[src/rtl/rfile_pkg.sv]
// Shared types and the write-port hit search used by both the read bypass
// and the scoreboard busy-clear path.
package rfile_pkg;

    localparam int DefDataWidth = 32;
    localparam int DefNumRegs   = 32;
    localparam int DefAddrWidth = $clog2(DefNumRegs);

    // Upper bounds used to give write_hit fixed-width arguments; callers
    // zero-extend their narrower vectors up to these widths.
    localparam int MaxWrite     = 4;
    localparam int MaxAddrWidth = 8;
    localparam int PortIdxWidth = $clog2(MaxWrite);

    typedef logic [DefAddrWidth-1:0] reg_addr_t;
    typedef logic [DefDataWidth-1:0] reg_data_t;

    typedef logic [MaxAddrWidth-1:0]                 hit_addr_t;
    typedef logic [MaxWrite-1:0][MaxAddrWidth-1:0]   wr_addr_vec_t;

    typedef struct packed {
        logic                    hit;
        logic [PortIdxWidth-1:0] port;
    } hit_t;

    // Reports whether any enabled write port targets addr; the highest-index
    // matching port is returned so that later ports take priority.
    function automatic hit_t write_hit(input hit_addr_t          addr,
                                       input logic [MaxWrite-1:0] wr_en,
                                       input wr_addr_vec_t       wr_addr);
        hit_t h;
        h.hit  = 1'b0;
        h.port = '0;
        for (int k = 0; k < MaxWrite; k++) begin
            if (wr_en[k] && (wr_addr[k] == addr)) begin
                h.hit  = 1'b1;
                h.port = k[PortIdxWidth-1:0];
            end
        end
        return h;
    endfunction

endpackage

[src/rtl/rfile_scoreboard.sv]
// Per-register busy bits tracking issued-but-not-written-back destinations.
module rfile_scoreboard
    import rfile_pkg::*;
#(
    parameter int NumRegs   = DefNumRegs,
    parameter int AddrWidth = $clog2(NumRegs),
    parameter int NumRead   = 2
) (
    input  logic                              Clk,
    input  logic                              reset,
    input  logic                              iss_en,
    input  logic [AddrWidth-1:0]              iss_addr,
    input  logic [MaxWrite-1:0]               wr_en_ext,
    input  wr_addr_vec_t                      wr_addr_ext,
    input  logic [NumRead-1:0][AddrWidth-1:0] rd_addr,
    input  logic [NumRead-1:0]                rd_bypass,
    output logic [NumRead-1:0]                rd_busy,
    output logic                              any_busy
);

    logic [NumRegs-1:0] busy;
    logic [NumRegs-1:0] clr;

    // Per-register clear: any enabled write to the register this cycle.
    always_comb begin
        clr = '0;
        for (int r = 0; r < NumRegs; r++) begin
            clr[r] = write_hit(MaxAddrWidth'(r), wr_en_ext, wr_addr_ext).hit;
        end
    end

    // Busy update; an issue beats a writeback to the same register because
    // the new pending write supersedes the one being retired. x0 never sets.
    always_ff @(posedge Clk) begin
        if (reset) begin
            busy <= '0;
        end else begin
            for (int r = 0; r < NumRegs; r++) begin
                if (iss_en && (iss_addr == AddrWidth'(r)) && (r != 0)) begin
                    busy[r] <= 1'b1;
                end else if (clr[r]) begin
                    busy[r] <= 1'b0;
                end
            end
        end
    end

    // Bypassed reads are never reported busy; same-cycle issues are not seen.
    always_comb begin
        rd_busy = '0;
        for (int p = 0; p < NumRead; p++) begin
            rd_busy[p] = busy[rd_addr[p]] & ~rd_bypass[p];
        end
        any_busy = |busy;
    end

endmodule

[src/rtl/rfile_mp.sv]
// Multi-port integer register file with write-first bypass, hardwired x0
// and a busy scoreboard for RAW hazard detection at issue.
module rfile_mp
    import rfile_pkg::*;
#(
    parameter int DataWidth = DefDataWidth,
    parameter int NumRegs   = DefNumRegs,
    parameter int AddrWidth = $clog2(NumRegs),
    parameter int NumRead   = 2,
    parameter int NumWrite  = 1
) (
    input  logic                               Clk,
    input  logic                               reset,
    input  logic [NumRead-1:0][AddrWidth-1:0]  rd_addr,
    output logic [NumRead-1:0][DataWidth-1:0]  rd_data,
    output logic [NumRead-1:0]                 rd_busy,
    input  logic [NumWrite-1:0]                wr_en,
    input  logic [NumWrite-1:0][AddrWidth-1:0] wr_addr,
    input  logic [NumWrite-1:0][DataWidth-1:0] wr_data,
    input  logic                               iss_en,
    input  logic [AddrWidth-1:0]               iss_addr,
    output logic                               any_busy
);

    logic [DataWidth-1:0] regs [NumRegs];

    logic [MaxWrite-1:0]  wr_en_ext;
    wr_addr_vec_t         wr_addr_ext;
    logic [DataWidth-1:0] wr_data_ext [MaxWrite];

    hit_t                 rd_hit [NumRead];
    logic [NumRead-1:0]   rd_bypass;

    // Widen the write ports to the fixed shape expected by write_hit;
    // unused slots are disabled and carry zero data.
    always_comb begin
        wr_en_ext   = '0;
        wr_addr_ext = '0;
        for (int k = 0; k < MaxWrite; k++) begin
            wr_data_ext[k] = '0;
        end
        for (int k = 0; k < NumWrite; k++) begin
            wr_en_ext[k]   = wr_en[k];
            wr_addr_ext[k] = MaxAddrWidth'(wr_addr[k]);
            wr_data_ext[k] = wr_data[k];
        end
    end

    // Storage: later ports overwrite earlier ones on the same edge, so the
    // highest-index port wins a conflict. x0 is never written.
    always_ff @(posedge Clk) begin
        if (reset) begin
            for (int r = 0; r < NumRegs; r++) begin
                regs[r] <= '0;
            end
        end else begin
            for (int k = 0; k < NumWrite; k++) begin
                if (wr_en[k] && (wr_addr[k] != '0)) begin
                    regs[wr_addr[k]] <= wr_data[k];
                end
            end
        end
    end

    // Read ports: x0 reads zero, then same-cycle write bypass, then storage.
    always_comb begin
        rd_data   = '0;
        rd_bypass = '0;
        for (int p = 0; p < NumRead; p++) begin
            rd_hit[p]    = write_hit(MaxAddrWidth'(rd_addr[p]), wr_en_ext, wr_addr_ext);
            rd_bypass[p] = rd_hit[p].hit;
            if (rd_addr[p] == '0) begin
                rd_data[p] = '0;
            end else if (rd_hit[p].hit) begin
                rd_data[p] = wr_data_ext[rd_hit[p].port];
            end else begin
                rd_data[p] = regs[rd_addr[p]];
            end
        end
    end

    rfile_scoreboard #(
        .NumRegs   (NumRegs),
        .AddrWidth (AddrWidth),
        .NumRead   (NumRead)
    ) u_scoreboard (
        .Clk         (Clk),
        .reset       (reset),
        .iss_en      (iss_en),
        .iss_addr    (iss_addr),
        .wr_en_ext   (wr_en_ext),
        .wr_addr_ext (wr_addr_ext),
        .rd_addr     (rd_addr),
        .rd_bypass   (rd_bypass),
        .rd_busy     (rd_busy),
        .any_busy    (any_busy)
    );

endmodule

[config.mk]
export PLATFORM = sky130hd
export DESIGN_NAME = rfile_mp
export DESIGN_NICKNAME = d
export VERILOG_FILES = /design/src/rtl/rfile_pkg.sv /design/src/rtl/rfile_scoreboard.sv /design/src/rtl/rfile_mp.sv
export SDC_FILE = /design/constraint.sdc
export NUM_CORES = 2
export LEC_CHECK = 0
export ABC_CLOCK_PERIOD_IN_PS = 2390
export CAP_MARGIN = 20
export CORE_MARGIN = 2
export CORE_UTILIZATION = 35
export CTS_CLUSTER_DIAMETER = 80
export DETAILED_ROUTE_END_ITERATION = 12
export GPL_ROUTABILITY_DRIVEN = 0
export GPL_TIMING_DRIVEN = 0
export PLACE_DENSITY = 0.49
export SYNTH_ARGS = -nofsm -noshare
export SYNTH_HDL_FRONTEND = slang
export SYNTH_SLANG_ARGS = --single-unit
[constraint.sdc]
create_clock -name Clk -period 2.39 [get_ports Clk]
set_input_delay 0.478 -clock Clk [delete_from_list [all_inputs] [get_ports Clk]]
set_output_delay 0.478 -clock Clk [all_outputs]
set_load 0.1 [all_outputs]
[Word-level counts from Yosys, hierarchy flattened]
Memories as Yosys holds them, arrays and structs flattened.
Cells that the tools add are included.
Storage, ports and cells
  bits in registers: 31
  RAM bits: 1024
  bits of input ports: 56
  memories kept: 1
Memories
  regs: words 32, width 32, rd ports 2, clocked after memory_dff 0, write ports 32, line rfile_mp.sv:25  | logic [DataWidth-1:0] regs [NumRegs];
Operators by class
  $lt $le $gt $ge: 4
  equality and inequality tests: 64
  multiplexer cells: 117
  bitwise gates (word level): 6
  reductions and logical operators: 101
Operators by type and width (number)
  $mux 32: 9
  $eq 5x5->1 const B: 32
  $bmux 32 s2: 2
  $mux 3: 33
  $eq 5x4->1 const B: 16
  $mux 1: 70
  $logic_and 1x1->1: 65
  $reduce_bool 2->1: 31
  $eq 5x3->1 const B: 8
  $reduce_or 32->1: 1
  $reduce_or 31->1: 1
  $eq 5x2->1 const B: 4
  $lt 5x6->1 const B: 2
  $bmux 1 s5: 2
  $eq 5x1->1 const B: 2
  $eq 5x5->1: 2
  $logic_not 5->1: 2
  $ge 3x3->1 const B: 2
  $not 2->3: 2
  $mux 5: 1
  $reduce_bool 5->1: 1
  $and 1x1->1: 2
  $not 1->1: 2

[Longest topological paths before layout]
  depth after elaboration: 9
  depth in mapped cells: 9

[Modules after synthesis]
From an unflattened synthesis, not the netlist that was laid out.
Second synthesis, totals
  cells, all modules: 3918
  area total of the unflattened synthesis: 57913.0 sq um
By module, submodules not included
  rfile_mp: times used 1, cells each 3560, area each 54981.5 sq um
  rfile_scoreboard: times used 1, cells each 358, area each 2931.6 sq um

[Least setup slack after synthesis]
No wires, ideal clock.
  kind: input port to output port
  from: in rd_addr[6] (netlist bit)
  to: out rd_data[48] (netlist bit)
  data arrival time: 3808 ps
  required time: 1912 ps
  path slack: -1896 ps
  cell stages on the path: 7
  buffers on the path: 4
  cells stage by stage: buf_2 > buf_2 > buf_4 > buf_2 > mux4_2 > a211oi_1 > o31ai_1
RTL lines
  start: declaration: line rfile_mp.sv:14  | input logic [NumRead-1:0][AddrWidth-1:0] rd_addr,
  end: declaration: line rfile_mp.sv:15  | output logic [NumRead-1:0][DataWidth-1:0] rd_data,

==> impl_metrics.toml <==
[status]
run_status = "finished, violations left"
violations = "negative setup slack"

[yosys]
ys_ff_latch = 1055
synth.largest_area_cell = "edfxtp_1"
post-synth-top-area-fraction_pct = 53.1
yosys_warnings = 0
synth.distinct_cells = 70
synth_area_mm2 = 0.0579
ys_seq_area_share_pct = 54.2
async_flop_share_pct = 0
synth_edf_count = 1024
syn_area_per_cell_um2 = 13.8
synthTopCellsByCount = "1024 x edfxtp_1, 969 x and2_1, 363 x mux4_2"
yosysMostFrequentCell = "edfxtp_1"
syn_inst = 4199
synth_area_leaders = "edfxtp_1 53%, mux4_2 14%, and2_1 10%"
ys.flop_type = "edfxtp_1"

[clock_network]
clock_sinks = 1055
clk_latency_ns = 0.79
numCtsBuffers = 119
clockRootBuffer = "clkbuf_16"
postCtsHoldBufs = 0
cts_tree = "built"
cts_max_path_buffers = 3
htree_levels = 3
clkTransAtPathRegs_ns = 0.06

[finish]
nFillCells = 14400
drive_gt1_share_pct = 38.3
nNetsFinal = 4877
areaGrowthSynthToFinish_pct = 34.2

[timing]
period_share_pct = 153
rsz0062_at_grt = "yes"
finalSetupViolations = 354
min_period_ns = 3.65
skew_ns = 0
fmax_mhz = 274
relSlewSlack_pct = 24.1
hold_violations = 0
drv_slew = 0
fin_ws_ns = -1.26
final.setup.tns_ns = -69.10
worstMarginPinSlew_ns = 1.14

[die]
start_util_pct = 35.2
fp.dieW_um = 411
io-pin-count = 123
rows = 149
die-area_mm2 = 0.169
fp.dieH_um = 411
core_mm2 = 0.165

[power]
power_mw = 53.9
powerDensity_mw_per_mm2 = 694
vdd.ir_drop.worst_mv = 0.563
p_leak_nw = 27.6

[critical_path]
start_kind = "flip-flop"
critPathKind = "reg2out"
crit_fanout = 2
worstSetupEndpointType = "primary output"
r2r_cells = 4
cp.required_ns = 1.91
arrival_ns = 3.18

[route]
wl_per_cell_um = 44.5
routed_wl_um = 317000
via_per_inst = 6.38
ant_nets = 0
drc = 0
firstDrtPassIters = 7
drt_iter0_markers = 7518
vias = 45400

[grt]
grt_max_degree = 26
track_usage_pct = 36.7
antenna_found_initial = 18
grt_first_pass_wirelength_um = 407000
overflow = 0
grt_pass1_vias = 42200

[placed_design]
port_buffers = 115
detailed_place_hpwl_um = 221000
place_ws_ns = -3.59

[job]
maxCapViolations = 0

[hold_path]
hp-class = "in2reg"
worst_hold_path.num_cells = 5
-- layout make-up --
cell class | instances | area [um2] | area share, %
flip-flops and latches | 1055 | 31400 | 40.4
multi-input cells | 2735 | 28200 | 36.3
repair buffers | 479 | 6630 | 8.53
plain buffers | 422 | 4510 | 5.81
clock buffers | 144 | 3160 | 4.06
well taps | 2189 | 2740 | 3.53
clock inverters | 82 | 968 | 1.25
inverters | 9 | 46.3 | 0.0596
diodes | 10 | 25.0 | 0.0322
-- critical path, cell delays in order, from the launching register on --
cell and delay (ns):
edfxtp_1 0.41, mux4_2 0.55, a211oi_4 0.64, nand3_2 0.21, a32o_4 0.38, buf_12 0.17
-- cells by family (layout without fill, tap and decap cells) --
group | Yosys count | after routing | synth area share (%)
AOI/OAI and AO/OA | 507 | 507 | 6.13
xor gates and xnor gates | 10 | 10 | 0.151
buffers and inverters | 444 | 1136 | 3.92
DFF | 1055 | 1055 | 54.2
muxes | 735 | 735 | 20.8
other | 1 | 42 | 0.00648
and+or+nand+nor | 1447 | 1451 | 14.8
-- final timing paths --
| check | from | to | slack [ns] |
|---|---|---|---|
| min | wr_addr[0] | u_scoreboard.busy[8]$_SDFFE_PP0P_ | 0.21 |
| max | regs[5][5]$_SDFFCE_PN0P_ | rd_data[37] | -1.26 |
| max reg2reg | u_scoreboard.busy[7]$_SDFFE_PP0P_ | u_scoreboard.busy[7]$_SDFFE_PP0P_ | 1.49 |
| min reg2reg | u_scoreboard.busy[1]$_SDFFE_PP0P_ | u_scoreboard.busy[1]$_SDFFE_PP0P_ | 0.53 |
-- cell usage in the layout, fill, tap and decap left out, types with 58 or more instances in the layout --
cell	count
buf_16	61
clkbuf_16	136
buf_6	61
and2_1	967
buf_12	219
edfxtp_1	1024
clkbuf_2	73
buf_4	190
mux2_2	68
o21ai_0	74
nor2_1	58
mux2i_1	229
clkbuf_1	161
o22ai_1	58
mux4_2	363
-- timing repair --
item	CTS	global route
cloned	19	4
pin swaps	187	138
setup buffers	198	117
setup endpoints to repair	1699	930
resized for setup	1528	337
-- layer usage --
layer  up-vias  wire, um  global-route usage, %  share of wire [%]
met5         -       220                      0              0.069
met4         8     24000                   23.1                7.6
met3       823     45600                   14.9                 14
met2      3693    131000                   51.3                 41
met1     23600    117000                   47.1                 37
li1      17300         -                      -                  -
-- sequential cells by signal, indices dropped and copies added (netlist names) --
signal and cells:
regs 1024, u_scoreboard.busy 31
-- through the flow --
stage / hold slack (ns) / util (%) / instance area, um2 / instances
after detailed placement: 0.521 / 39.1 / 64300 / 6578
after global routing: 0.268 / 47.2 / 77700 / 7116
after CTS: 0.190 / 45.9 / 75600 / 7014
after global placement: 0.513 / 38.6 / 63500 / 6534
final: 0.207 / 47.2 / 77700 / 7125
after floorplan: 0.471 / - / 59600 / 4230
-- report_power, final --
group	total [mW]	switching (mW)	internal (mW)	leakage, nW
registers	21.8	0.565	21.3	10.0
clock network	20.1	8.42	11.7	2.01
logic	11.9	7.38	4.55	15.6
total	53.9	16.4	37.6	27.6
(Power assumes the default switching activity.)
